<file path="src/rtl/alu_seq_stage.sv">
// ---------------------------------------------------------------------------
// alu_seq_stage
//   Registered, handshaked ALU stage between the operand/decode front end and
//   register write-back. One operation per transaction: bitwise logic,
//   add/sub (modulo 2^WIDTH) and logical shifts done one bit per cycle.
//   The result is held in DONE until the consumer takes it.
//
//   Optional feature macro: ALU_FLAGS_EN
//     defined   -> zero/carry flags are computed and registered with result
//     undefined -> flag logic is removed, zero and carry are tied to 0
//
// Ports
//   clk        in   1      rising-edge clock
//   rst        in   1      asynchronous reset, active-high
//   in_valid   in   1      op/a/b valid
//   in_ready   out  1      stage can accept (IDLE)
//   op         in   4      opcode (0 AND,1 OR,2 NAND,3 XOR,4 NOT a,5 ADD,
//                          6 SUB,7 SHL,8 SHR, 9-15 illegal -> result 0)
//   a          in   WIDTH  operand A
//   b          in   WIDTH  operand B / shift amount (b[SHW-1:0])
//   out_valid  out  1      result valid (DONE)
//   out_ready  in   1      consumer takes result
//   result     out  WIDTH  registered result
//   zero       out  1      result == 0
//   carry      out  1      carry / borrow / last bit shifted out
//
// States
//   state | meaning
//   IDLE  | waiting for an operation, in_ready=1
//   EXEC  | multi-cycle shift in progress, one bit per cycle
//   DONE  | result held, out_valid=1, leaves when out_ready=1
// ---------------------------------------------------------------------------
module alu_seq_stage #(
    parameter int WIDTH = 8,
    parameter int SHW   = 3
) (
    input  logic             clk,
    input  logic             rst,
    input  logic             in_valid,
    output logic             in_ready,
    input  logic [3:0]       op,
    input  logic [WIDTH-1:0] a,
    input  logic [WIDTH-1:0] b,
    output logic             out_valid,
    input  logic             out_ready,
    output logic [WIDTH-1:0] result,
    output logic             zero,
    output logic             carry
);

    typedef enum logic [1:0] {
        IDLE = 2'd0,
        EXEC = 2'd1,
        DONE = 2'd2
    } state_t;

    localparam logic [3:0] OP_AND  = 4'd0;
    localparam logic [3:0] OP_OR   = 4'd1;
    localparam logic [3:0] OP_NAND = 4'd2;
    localparam logic [3:0] OP_XOR  = 4'd3;
    localparam logic [3:0] OP_NOT  = 4'd4;
    localparam logic [3:0] OP_ADD  = 4'd5;
    localparam logic [3:0] OP_SUB  = 4'd6;
    localparam logic [3:0] OP_SHL  = 4'd7;
    localparam logic [3:0] OP_SHR  = 4'd8;

    localparam logic [SHW-1:0] CNT_ZERO = '0;
    localparam logic [SHW-1:0] CNT_ONE  = SHW'(1);

    state_t           state_q, state_d;
    logic [WIDTH-1:0] res_q, res_d;
    logic [SHW-1:0]   cnt_q, cnt_d;
    logic             shr_q, shr_d;
    logic             accept;
    logic [SHW-1:0]   shamt;

    assign accept = in_valid && (state_q == IDLE);
    assign shamt  = b[SHW-1:0];

    // Adder: SUB is a + ~b + 1. The extra top bit (carry-out) exists only
    // when the flags are built in.
`ifdef ALU_FLAGS_EN
    logic [WIDTH:0] add_w;
    logic [WIDTH:0] sub_w;
    assign add_w = {1'b0, a} + {1'b0, b};
    assign sub_w = {1'b0, a} + {1'b0, ~b} + {{WIDTH{1'b0}}, 1'b1};
`else
    logic [WIDTH-1:0] add_w;
    logic [WIDTH-1:0] sub_w;
    assign add_w = a + b;
    assign sub_w = a + ~b + {{(WIDTH-1){1'b0}}, 1'b1};
`endif

    // Next-state / datapath
    always_comb begin
        state_d = state_q;
        res_d   = res_q;
        cnt_d   = cnt_q;
        shr_d   = shr_q;

        case (state_q)
            IDLE: begin
                if (accept) begin
                    state_d = DONE;
                    cnt_d   = CNT_ZERO;
                    shr_d   = (op == OP_SHR);
                    case (op)
                        OP_AND:  res_d = a & b;
                        OP_OR:   res_d = a | b;
                        OP_NAND: res_d = ~(a & b);
                        OP_XOR:  res_d = a ^ b;
                        OP_NOT:  res_d = ~a;
                        OP_ADD:  res_d = add_w[WIDTH-1:0];
                        OP_SUB:  res_d = sub_w[WIDTH-1:0];
                        OP_SHL, OP_SHR: begin
                            // Load the operand; a zero amount completes at once.
                            res_d = a;
                            if (shamt != CNT_ZERO) begin
                                cnt_d   = shamt;
                                state_d = EXEC;
                            end
                        end
                        default: res_d = '0;
                    endcase
                end
            end

            EXEC: begin
                if (shr_q) begin
                    res_d = {1'b0, res_q[WIDTH-1:1]};
                end else begin
                    res_d = {res_q[WIDTH-2:0], 1'b0};
                end
                cnt_d = cnt_q - CNT_ONE;
                // The final shift lands together with the move to DONE.
                if (cnt_q == CNT_ONE) begin
                    state_d = DONE;
                end
            end

            DONE: begin
                if (out_ready) begin
                    state_d = IDLE;
                end
            end

            default: state_d = IDLE;
        endcase
    end

    always_ff @(posedge clk or posedge rst) begin
        if (rst) begin
            state_q <= IDLE;
            res_q   <= '0;
            cnt_q   <= '0;
            shr_q   <= 1'b0;
        end else begin
            state_q <= state_d;
            res_q   <= res_d;
            cnt_q   <= cnt_d;
            shr_q   <= shr_d;
        end
    end

`ifdef ALU_FLAGS_EN
    logic zero_q, zero_d;
    logic carry_q, carry_d;

    // Carry follows the same update points as the result register so both
    // stay consistent while DONE holds them.
    always_comb begin
        carry_d = carry_q;
        zero_d  = (res_d == '0);
        if (accept) begin
            case (op)
                OP_ADD:  carry_d = add_w[WIDTH];
                OP_SUB:  carry_d = ~sub_w[WIDTH];
                default: carry_d = 1'b0;
            endcase
        end else if (state_q == EXEC) begin
            carry_d = shr_q ? res_q[0] : res_q[WIDTH-1];
        end
    end

    always_ff @(posedge clk or posedge rst) begin
        if (rst) begin
            zero_q  <= 1'b0;
            carry_q <= 1'b0;
        end else begin
            zero_q  <= zero_d;
            carry_q <= carry_d;
        end
    end

    assign zero  = zero_q;
    assign carry = carry_q;
`else
    assign zero  = 1'b0;
    assign carry = 1'b0;
`endif

    assign in_ready  = (state_q == IDLE);
    assign out_valid = (state_q == DONE);
    assign result    = res_q;

endmodule
</file>
<file path="config.mk">
export PLATFORM = sky130hd
export DESIGN_NAME = alu_seq_stage
export DESIGN_NICKNAME = d
export VERILOG_FILES = /design/src/rtl/alu_seq_stage.sv
export SDC_FILE = /design/constraint.sdc
export NUM_CORES = 1
export LEC_CHECK = 0
export BUFFER_PORTS_ARGS = -buffer_cell sky130_fd_sc_hd__buf_2
export CORE_MARGIN = 4
export CORE_UTILIZATION = 58
export DETAILED_ROUTE_END_ITERATION = 7
export GPL_ROUTABILITY_DRIVEN = 0
export PLACE_DENSITY = 0.93
export SLEW_MARGIN = 20
export SYNTH_ARGS = -nofsm -noshare
export SYNTH_HDL_FRONTEND = slang
export SYNTH_SLANG_ARGS = --single-unit
</file>
<file path="constraint.sdc">
create_clock -name clk -period 1.86 [get_ports clk]
set_clock_uncertainty 0.15 [all_clocks]
set_input_delay 0.279 -clock clk [delete_from_list [all_inputs] [get_ports clk]]
set_output_delay 0.279 -clock clk [all_outputs]
set_load 0.1 [all_outputs]
</file>
* Word level (Yosys, flattened, before mapping) *
Index checks and enable logic that the tools add are counted.

operators by class
  bitwise gates (word level) = 6
  equal/unequal tests = 14
  multiplexer cells = 14
  reductions and logical operators = 9
  $add $sub $neg = 4

operators by type and width
  operator             number
  $pmux 8 s8           1
  $not 8->8            3
  $add 8x8->8          2
  $eq 4x3->1 const B   4
  $mux 8               2
  $pmux 8 s2           1
  $mux 2               5
  $mux 3               3
  $add 8x1->8 const B  1
  $and 8x8->8          1
  $eq 4x2->1 const B   2
  $or 8x8->8           1
  $xor 8x8->8          1
  $pmux 2 s3           1
  $pmux 3 s2           1
  $eq 4x1->1 const B   1
  $eq 4x4->1 const B   1
  $logic_not 4->1      1
  $ne 2x1->1 const B   2
  $reduce_and 2->1     2
  $eq 3x1->1 const B   1
  $reduce_and 3->1     1
  $reduce_bool 3->1    1
  $sub 3x1->3 const B  1
  other kinds (7)      7

word-level totals
  logic and storage cells = 51
  bits in registers = 14
  bits of input ports = 24

* Depth between registers and ports, before layout *
Gate-level depths: netlist of the first run.

  word-level depth = 6
  mapped depth = 9
  depth with buffers taken out = 9

* Worst setup path after synthesis of the first run *
Ideal clock, no wire load.

  path kind = reg-to-reg
  from = register state_q[1]
  to = register state_q[1]
  library setup time = 0.077 ns
  period minus slack after synthesis = 2.557 ns
  cell stages (with the launch flop) = 5
  setup slack = -0.697 ns
  arrival = 2.330 ns
  cells stage by stage = dfrtp_1 clkbuf_1 nor2b_1 a21oi_1 nor2_1

between the ends
  elaborated cells between the ends (all ways) = 9
  classes of those cells = 5 x eq/ne; 1 x mux; 3 x reduce/logical

RTL lines
  element                     line  source
  from (decl)                 70    state_t state_q, state_d;
  from (signal assigned)      158   state_q <= state_d;
  $eq 2x2->1 (*)              -
  via out_valid               44    output logic out_valid,
  $ne 2x1->1 (no line)        -
  $reduce_and 3->1 (no line)  -

The timed path passes the listed nets; every way through them passes the cells marked *.
A chain may end at the register's enable or synchronous reset.

* Worst setup path after layout of the first run *
  from = input a[0]
  to = register res_q[4] (netlist: result[4])

between the ends
  cells in the longest elaborated chain, start to end = 5
  elaborated cells between the ends (all ways) = 6
  classes of those cells = 3 x add/sub; 3 x mux

ends and longest elaborated chain
  element               line  source
  from (decl)           42    input logic [WIDTH-1:0] a,
  $add 8x8->8           91    assign sub_w = a + ~b + {{(WIDTH-1){1'b0}}, 1'b1};
  $add 8x1->8           91
  $pmux 8 s8 (*)        107   case (op)
  $mux 8 (*)            103   if (accept) begin
  $pmux 8 s2 (*)        101   case (state_q)
  to (signal assigned)  159   res_q <= res_d;
  to (decl)             71    logic [WIDTH-1:0] res_q, res_d;

Mark *: on every way between the ends. The rest lies on a longest branch, timed or not. The select of a mux whose other input is x is not followed.

==> results of run 1 <==
report_power, final:
part | internal, mW | switching, mW
Clock | 0.144 | 0.127
Sequential | 0.412 | 0.154
Combinational | 0.630 | 1.35
sequential cells by signal, summed over array words and instances (netlist names):
name,count
state_q,2
cnt_q,3
result,8
shr_q,1
repair_timing:
item	CTS	global route
hold endpoints to repair	14	0
hold buffers	1	0
gates cloned	0	0
pin swaps	2	21
gates resized for setup	12	42
endpoints found under the setup margin	5	8
setup buffers	0	4
through the flow:
| stage | instance area [sq um] | setup slack, ns | util |
|---|---|---|---|
| 2_1_floorplan | 2350 | -0.0897 | - |
| 3_3_place_gp | 2970 | -0.250 | 0.812 |
| 3_5_place_dp | 2970 | -0.324 | 0.812 |
| 6_report | 3300 | -0.128 | 0.901 |
| 5_1_grt | 3300 | -0.207 | 0.901 |
| 4_1_cts | 3090 | 0.000448 | 0.844 |
cell type report:
class	instances	area [sq um]	area share
sequential	14	352	0.107
clock buffer	3	41.3	0.0125
timing repair buffer	101	787	0.239
tap	48	60.1	0.0182
multi-input combinational	223	1910	0.578
inverter	30	153	0.0463
cell families (layout without fill, tap and decap cells):
family	after synthesis	in the layout	synth area share
adders and majority gates	29	29	0.171
muxes	10	10	0.0596
and+or+nand+nor	82	82	0.202
other	1	2	0.00170
AOI/OAI and AO/OA	93	93	0.281
xor gates and xnor gates	7	7	0.0278
buffers and inverters	49	134	0.0977
DFF	14	14	0.159
worst max-delay path, stage by stage:
cell     delay (ns)
buf_8          0.11
ha_4           0.17
fa_2           0.42
a21o_1         0.20
a21oi_2        0.16
buf_4          0.14
o22ai_2        0.05
nor2_1         0.16
o21a_1         0.21
a21oi_2        0.07
final timing paths:
kind	slack, ns	depth (start not counted)	to
worst max-delay path	-0.13	10	result[4]
worst min-delay path	0.19	4	state_q[1]
worst max register to register	0.03	6	result[5]
worst min register to register	0.37	1	cnt_q[1]
max in group asynchronous	0.72	3	state_q[0]
min in group asynchronous	0.46	3	cnt_q[2]
placed cells by master (no fill, tap or decap), types with 3 or more instances in the layout:
cell	n
clkbuf_8	3
a22oi_1	3
nor2_1	17
buf_12	4
dfrtp_1	13
nand2b_1	8
a21o_1	5
a221oi_2	3
ha_1	18
nand2_1	14
a31oi_1	3
buf_4	66
xnor2_1	6
o31ai_1	4
a21oi_2	5
mux2i_1	6
nor2b_1	6
inv_2	3
nor3_1	5
buf_2	23
nand3_1	10
a21oi_1	16
and2_1	4
o21ai_0	14
o21ai_1	6
buf_6	3
o211ai_1	3
ha_4	9
buf_8	3
inv_1	21
per-layer routing:
| metal | share of wire | global-route usage | routed length (um) | vias to the layer above |
|---|---|---|---|---|
| met5 | 0 | 0 | 0 | - |
| met4 | 0.11 | 0.185 | 1130 | 0 |
| met3 | 0.12 | 0.0565 | 1220 | 154 |
| met2 | 0.44 | 0.582 | 4510 | 340 |
| met1 | 0.33 | 0.340 | 3320 | 1328 |
| li1 | - | - | - | 1199 |
==> run metrics, run 1 <==
Die X 69.6 um; VDD IR max around 0.44 mV; Final Hold Slack 0.185 ns; RSZ-0062 raised after global routing yes; Critical Path Start Type input port; Max Buffers Root-to-Sink 2; initial antenna violation count 0; asr flop ratio synth 1.00; dpl hpwl around 5500 um; nets@finish 426; routed wire length between 10,000 and 15,000 um; DR iter-0 viols 684; CTS root buf clkbuf_8; flops & latches, synth 14; Synth Area per Inst a little under 8 sq um; failing checks design-rule violations, negative setup slack; layout cells sized above 1 0.415; Hold Fails Final Rpt 0; Die Ht 69.6 um; minimum clock period after layout 1.99 ns; die area roughly 4800 sq um; Synth top cells by count inv_1 (29), ha_1 (27), a21oi_1 (22), nor2_1 (18); synth top area cells dfrtp_1 (16%), ha_1 (15%), a21oi_1 (5.0%); Yosys top cell area share 0.159; setup_tns -0.625 ns; hold crit path type in2reg; number of port buffers 33; Critical Path AT between 1.5 and 2 ns; Num CTS Buffers 3; Starting Density 0.602; crit path max fanout 3; final worst slack -0.128 ns; Unique masters post-synth ~60; DP Cell Count 411; wire per inst ~24 um; CP endpoint kind flip-flop; FMAX 503 MHz; DR vias/cell just over 7; Main synth FF type dfrtp_1; total gr overflow 0; sequential area share after synthesis 0.159; status complete, but fails checks; TritonCTS clock tree yes; Pins Over Slew Limit 0; Post-Syn Area 2200 sq um; vias in the first global route 2,780; Final ANT Viol Nets 0; worst skew pair latency between 0.2 and 0.3 ns; Clock Sinks 14; r2r startpoint shr_q; pwr/cell area 856 nW/um^2; All-Layer GR Usage 0.319; CP Data Required Time between 1.5 and 2 ns; Cell Rows 22; first-pass GRT wire length about 13,000 um; relative slew slack 0.536; Hold Crit Start out_ready; Leak 1.50 nW; EDFF count, synth 0; number of I/O pins 36; DRC viols 21; core outline area about 3700 sq um; final worst-path cycle share 1.07; largest net degree at the start of global routing 16; first-pass iteration count of the detailed router 8; CP Class in2reg; Setup crit start a[0]; Clock H-tree levels 1; clock-pin slew on the worst setup and hold paths 0.06 ns; Fill cells between 150 and 200; Ant. Diodes 0; vias 3,021; count leader, synth inv_1; Post-Synthesis Cells 285; cell taking the most area after synthesis dfrtp_1; area delta synth->final 49.7%; Syn. warnings 0; Setup-failing EPs final 7; Finished Layout Cells around 420; Worst-Margin Slew 0.690 ns; total of max-cap violations 0; Pwr Total 2.82 mW
No activity file was read; power rests on OpenSTA's default activity.
==> inputs of run 2 (changes only) <==
--- a/config.mk
+++ b/config.mk
@@ -7,10 +7,12 @@
 export LEC_CHECK = 0
 export BUFFER_PORTS_ARGS = -buffer_cell sky130_fd_sc_hd__buf_2
 export CORE_MARGIN = 4
-export CORE_UTILIZATION = 58
+export CORE_UTILIZATION = 59
+export CTS_BUF_LIST = sky130_fd_sc_hd__clkbuf_8
+export CTS_CLUSTER_DIAMETER = 100
 export DETAILED_ROUTE_END_ITERATION = 7
 export GPL_ROUTABILITY_DRIVEN = 0
-export PLACE_DENSITY = 0.93
+export PLACE_DENSITY = 0.94
 export SLEW_MARGIN = 20
 export SYNTH_ARGS = -nofsm -noshare
 export SYNTH_HDL_FRONTEND = slang
==> run 2 against run 1 <==
Net effect:
- largest power group unchanged
- critical path depth decreased by 1
- flip-flop and latch count did not move
- design area shrank 3.2%
- clock power is 13% higher
- setup slack lost 0.0060 ns
- non-clock buffer count fell by 4
- the run ends with negative setup slack left
- register-to-register slack worse by 0.15 ns
- combinational power about the same
- largest cell class unchanged
- utilization grew 1.9 points
- die area shrank 1.5%
- first-iteration DRC count decreased by 20%
==> run metrics, run 2 (same netlist as run 1, synthesis figures left out) <==
Ant. Diodes 0 (unchanged); die area 4780 sq um (-1.5%); Die X 69.1 um (-0.75%); Max Buffers Root-to-Sink 2 (unchanged); pre-CTS worst setup slack -0.349 ns (-0.0248 ns); number of I/O pins 36 (unchanged); routed wire length 9810 um (-3.7%); FMAX 502 MHz (-0.30%); clock-pin slew on the worst setup and hold paths 0.06 ns (about the same); first-pass GRT wire length 12,500 um (-1.9%); total of max-cap violations 0 (unchanged); Bufs and invs on worst path 1 (-1); core outline area 3470 sq um (-5.3%); Final ANT Viol Nets 0 (unchanged); status complete, but fails checks; Largest register FFs 8 (unchanged); failing checks negative setup slack; crit-path cells buf_8 > ha_4 > fa_2 > a21o_1 > a21oi_2 > o31ai_2 > xor2_1 > nand2_1 > a221oi_2; CTS root buf clkbuf_8; setup_tns -0.614 ns (+0.0111 ns); vias 2,980 (-1.4%); minimum clock period after layout 1.99 ns (+0.00596 ns); DR vias/cell 7.20 (-0.17%); TritonCTS clock tree yes; worst stage delay on the critical path 0.34 ns (-0.08 ns); crit path max fanout 3 (unchanged); Final Hold Slack 0.190 ns (+0.00478 ns); Finished Layout Cells 414 (-1.2%); first-pass iteration count of the detailed router 8 (unchanged); total gr overflow 0 (unchanged); family with the most delay on the worst path compound AO/OA/AOI/OAI gates; final worst slack -0.134 ns (-0.00596 ns); RSZ-0062 raised after global routing yes; worst skew pair latency 0.25 ns (about the same); nets@finish 422 (-0.94%); layout cells sized above 1 0.399 (-0.0156); CP endpoint kind flip-flop; Fill cells 133 (-22%); Clock H-tree levels 1 (unchanged); CP Class in2reg; area delta synth->final 44.9%; most frequent cells in the layout buf_4 (64), buf_2 (24), inv_1 (21); initial antenna violation count 0 (unchanged); hold crit path type in2reg; Critical Path AT 2.00 ns (+0.02 ns); Setup-failing EPs final 8 (+1); Cell Rows 21 (-4.5%); Worst-Margin Slew 0.582 ns (-0.108 ns); Die Ht 69.1 um (-0.75%); DP Cell Count 410 (-0.24%); DR iter-0 viols 550 (-20%); dpl hpwl 5530 um (-0.13%); pwr/cell area 903 nW/um^2 (+5.5%); final worst-path cycle share 1.07 (+0.00321); Leak 1.47 nW (-2.1%); vias in the first global route 2,774 (-0.22%); CP max-delay cell fa_2; Pins Over Slew Limit 0 (unchanged); Critical Path Start Type input port; largest net degree at the start of global routing 15 (-1); DRC viols 0 (-100%); Num CTS Buffers 3 (unchanged); Clock Sinks 14 (unchanged); most common cell after layout, fill and taps aside buf_4; All-Layer GR Usage 0.312 (-0.00614); number of port buffers 33 (unchanged); CP Data Required Time 1.87 ns (+0.02 ns); relative slew slack 0.612 (+0.0756); VDD IR max 0.541 mV (+23%); Hold Fails Final Rpt 0 (unchanged); Starting Density 0.635 (+0.0334); wire per inst 23.7 um (-2.5%)
[run 2: cell types whose count changed in the layout (fill, tap and decap cells not counted), sizes merged]
cell,delta
buf,-4
clkbuf,+1
[run 2: area by class of cell]
type / count / area, sq um / area share
Inverter: 30 / 143 / 0.0447
Timing Repair Buffer: 97 / 727 / 0.228
Multi-Input combinational cell: 223 / 1860 / 0.583
Clock buffer: 4 / 55.1 / 0.0172
Sequential cell: 14 / 350 / 0.110
Tap cell: 46 / 57.6 / 0.0180
[run 2: where the power goes]
group	leakage, nW	switching [mW]	internal [mW]	total [mW]
Clock	0.0288	0.119	0.188	0.307
Sequential	0.180	0.171	0.412	0.583
Combinational	1.26	1.39	0.603	1.99
Total	1.47	1.68	1.20	2.88
[run 2: path summary, 6_finish.rpt]
path | startpoint | endpoint | slack, ns | cells past startpoint
max | a[0] | result[6] | -0.13 | 9
min | in_valid | state_q[0] | 0.19 | 3
max reg2reg | state_q[1] | result[4] | -0.12 | 6
min reg2reg | cnt_q[1] | cnt_q[1] | 0.39 | 1
max in group asynchronous | rst | result[4] | 0.70 | 3
min in group asynchronous | rst | state_q[0] | 0.49 | 3
[run 2: worst register-to-register path: stages, from the launching register on]
cell      delay, ns
dfrtp_1        0.71
nand2b_1       0.24
nand2_1        0.15
buf_4          0.17
nand2_1        0.05
o21ai_0        0.17
a21oi_2        0.25
[run 2: routing by layer]
layer / vias to the layer above / GRT usage / wire, um
met5: - / 0 / 0
met4: 0 / 0.221 / 1010
met3: 139 / 0.0552 / 1180
met2: 317 / 0.550 / 4450
met1: 1331 / 0.333 / 3160
li1: 1193 / - / -
[run 2: repair_timing]
action / in CTS / in global routing
setup endpoints to repair: 3 / 6
hold buffers: 1 / 0
setup buffers: 0 / 0
pin swaps: 0 / 15
resized for setup: 7 / 33
endpoints found under the hold margin: 14 / 0
[run 2: stage by stage]
stage / util / total power [mW] / instance area (sq um)
floorplan: - / 1.82 / 2350
finish: 0.920 / 2.88 / 3190
CTS: 0.890 / 2.67 / 3090
global placement: 0.859 / 2.25 / 2980
detailed placement: 0.859 / 2.32 / 2980
global route: 0.920 / 2.94 / 3190
==> inputs of run 3 (changes only) <==
--- a/config.mk
+++ b/config.mk
@@ -7,12 +7,12 @@
 export LEC_CHECK = 0
 export BUFFER_PORTS_ARGS = -buffer_cell sky130_fd_sc_hd__buf_2
 export CORE_MARGIN = 4
-export CORE_UTILIZATION = 59
+export CORE_UTILIZATION = 54
 export CTS_BUF_LIST = sky130_fd_sc_hd__clkbuf_8
 export CTS_CLUSTER_DIAMETER = 100
 export DETAILED_ROUTE_END_ITERATION = 7
 export GPL_ROUTABILITY_DRIVEN = 0
-export PLACE_DENSITY = 0.94
+export PLACE_DENSITY = 0.91
 export SLEW_MARGIN = 20
 export SYNTH_ARGS = -nofsm -noshare
 export SYNTH_HDL_FRONTEND = slang
==> constraint.sdc (replaced) <==
create_clock -name clk -period 1.75 [get_ports clk]
set_clock_uncertainty 0.15 [all_clocks]
set_input_delay 0.2625 -clock clk [delete_from_list [all_inputs] [get_ports clk]]
set_output_delay 0.2625 -clock clk [all_outputs]
set_load 0.1 [all_outputs]
==> run 3 against run 2 <==
Net effect:
- the flow still finishes with violations (negative setup slack)
- die area rose by 8.2%
- sequential power rose by 3.8%
- wire length rose by 4.7%
- critical path depth fell by 2
- final cell count rose by 4.1%
- power rose by 11%
- combinational power rose by 13%
- first-iteration DRC count fell by 7.6%
- clock-buffer cell count did not move
- critical path type unchanged
- highest routed layer unchanged
==> run metrics, run 3 (same netlist as run 1, synthesis figures left out) <==
number of I/O pins 36 (unchanged); status complete, but fails checks; clock-pin slew on the worst setup and hold paths 0.07 ns (about the same); CP Class in2reg; VDD IR max 0.607 mV (+12%); Worst Reg2Reg Path Length in Cells 6 (unchanged); Critical Path AT 1.90 ns (-0.10 ns); Post-Route M1 WL 3350 um (+5.8%); Final Hold Slack 0.171 ns (-0.0188 ns); minimum clock period after layout slightly below 2 ns; final worst-path cycle share 1.10; register area 353 sq um (+0.71%); CP endpoint kind flip-flop; FMAX around 520 MHz; largest net degree at the start of global routing 15 (unchanged); met3 wire length 1080 um (-9.0%); Core Util, Final 0.909 (-0.0115); core outline area 3800 sq um (+9.5%); relative slew slack 0.598 (-0.0138); pwr/cell area 923 nW/um^2 (+2.3%); All-Layer GR Usage 0.363 (+0.0507); reg2reg end result[5]; total of max-cap violations 0 (unchanged); vias 3,035 (+1.8%); failing checks negative setup slack; Leak 1.56 nW (+6.3%); hold crit path type in2reg; Cell Rows 22 (+4.8%); TritonCTS clock tree yes; nets@finish 437 (+3.6%); Max Buffers Root-to-Sink 2 (unchanged); Largest register FFs 8 (unchanged); Hold Fails Final Rpt 0 (unchanged); routed wire length 10,300 um (+4.7%); Ant. Diodes 0 (unchanged); vias in the first global route 3,013 (+8.6%); Finished Layout Cells 431 (+4.1%); most common cell after layout, fill and taps aside buf_4; wire per inst 23.8 um (+0.55%); area delta synth->final 56.7%; Critical Path Start Type input port; area occupied by multi-input gates 1920 sq um (+3.2%); DP Cell Count 416 (+1.5%); Final ANT Viol Nets 0 (unchanged); worst stage delay on the critical path 0.40 ns (+0.06 ns); Setup-failing EPs final 8 (unchanged); routed wire length on met2 4830 um (+8.4%); dpl hpwl 5730 um (+3.8%); DRC viols 0 (unchanged); crit-path cells buf_2 > or2_1 > o21ai_0 > a22oi_1 > o311ai_4 > a221oi_1 > a211oi_1; Num CTS Buffers 3 (unchanged); crit path max fanout 8 (+5); Fill cells 161 (+21%); layout cells sized above 1 0.460 (+0.0601); final worst slack -0.175 ns (-0.0414 ns); Starting Density 0.580 (-0.0552); worst skew pair latency 0.26 ns (about the same); number of port buffers 33 (unchanged); most frequent cells in the layout buf_4 (70), buf_2 (21), inv_1 (17); DR iter-0 viols 508 (-7.6%); Top Layer Used met4; hold depth 3 (unchanged); first-pass GRT wire length 14,800 um (+18%); Die X 71.9 um (+4.0%); Worst-Margin Slew 0.600 ns (+0.0185 ns); Die Ht 71.9 um (+4.0%); DR vias/cell 7.04 (-2.2%); Pwr Total 3.19 mW (+11%); r2r startpoint shr_q; Clock H-tree levels 1 (unchanged); Worst Hold Endpoint state_q[0]; reg-to-reg setup timing slack -0.17 ns (-0.05 ns); initial antenna violation count 0 (unchanged); die area 5170 sq um (+8.2%); CP Data Required Time 1.73 ns (-0.14 ns); CP max-delay cell or2_1; CTS root buf clkbuf_8; Hold Crit Start in_valid; RSZ-0062 raised after global routing yes; Clock Sinks 14 (unchanged); pre-CTS worst setup slack -0.429 ns (-0.0805 ns); Pins Over Slew Limit 0 (unchanged); total gr overflow 0 (unchanged); first-pass iteration count of the detailed router 6 (-2)
==> run 3: cell count changes in the layout (fill, tap and decap cells not counted), sizes merged <==
cell	before	now
buf	95	110
==> run 3: per-layer routing <==
metal,up-vias,global-route usage
li1,1216,-
met1,1394,0.386
met2,315,0.628
met3,110,0.0827
met4,0,0.259
met5,-,0
==> run 3: worst max-delay path by stage <==
| stage | startpoint | to | slack (ns) | depth (start not counted) |
|---|---|---|---|---|
| CTS | b[1] | result[5] | -0.07 | 9 |
| global route | a[6] | result[6] | -0.29 | 8 |
| finish | op[0] | result[5] | -0.18 | 7 |
| floorplan | result[6] | result[5] | -0.15 | 6 |
| global placement | a[0] | result[6] | -0.38 | 9 |
| detailed placement | a[0] | result[6] | -0.43 | 9 |
==> run 3: metrics by stage <==
step	TNS (ns)	cell area (sq um)
2_1_floorplan	-0.567	2370
3_3_place_gp	-2.37	3000
3_5_place_dp	-3.31	3000
4_1_cts	-0.262	3290
5_1_grt	-1.39	3450
6_report	-0.864	3450
==> run 3: power breakdown <==
group | switching (mW) | internal (mW) | leakage (nW)
clock | 0.140 | 0.200 | 0.0288
sequential | 0.166 | 0.439 | 0.178
combinational | 1.51 | 0.730 | 1.35
==> run 3: layout make-up <==
| class | instances | area share |
|---|---|---|
| timing repair buffer | 112 | 0.262 |
| inverter | 30 | 0.0471 |
| multi-input combinational | 223 | 0.556 |
| sequential | 14 | 0.102 |
| clock buffer | 4 | 0.0159 |
| tap | 48 | 0.0174 |
==> run 3: critical path: cells and delay by family <==
family                 cells  cell delay, ns
AO/OA/AOI/OAI              5            1.04
buffers and inverters      1            0.20
AND/OR/NAND/NOR            1            0.40
==> run 3: what timing repair did <==
action | CTS | global route
endpoints found under the setup margin | 9 | 11
endpoints found under the hold margin | 14 | 0
buffers inserted | 5 | 5
pin swaps | 26 | 20
hold buffers | 1 | 0
gates resized for setup | 45 | 30
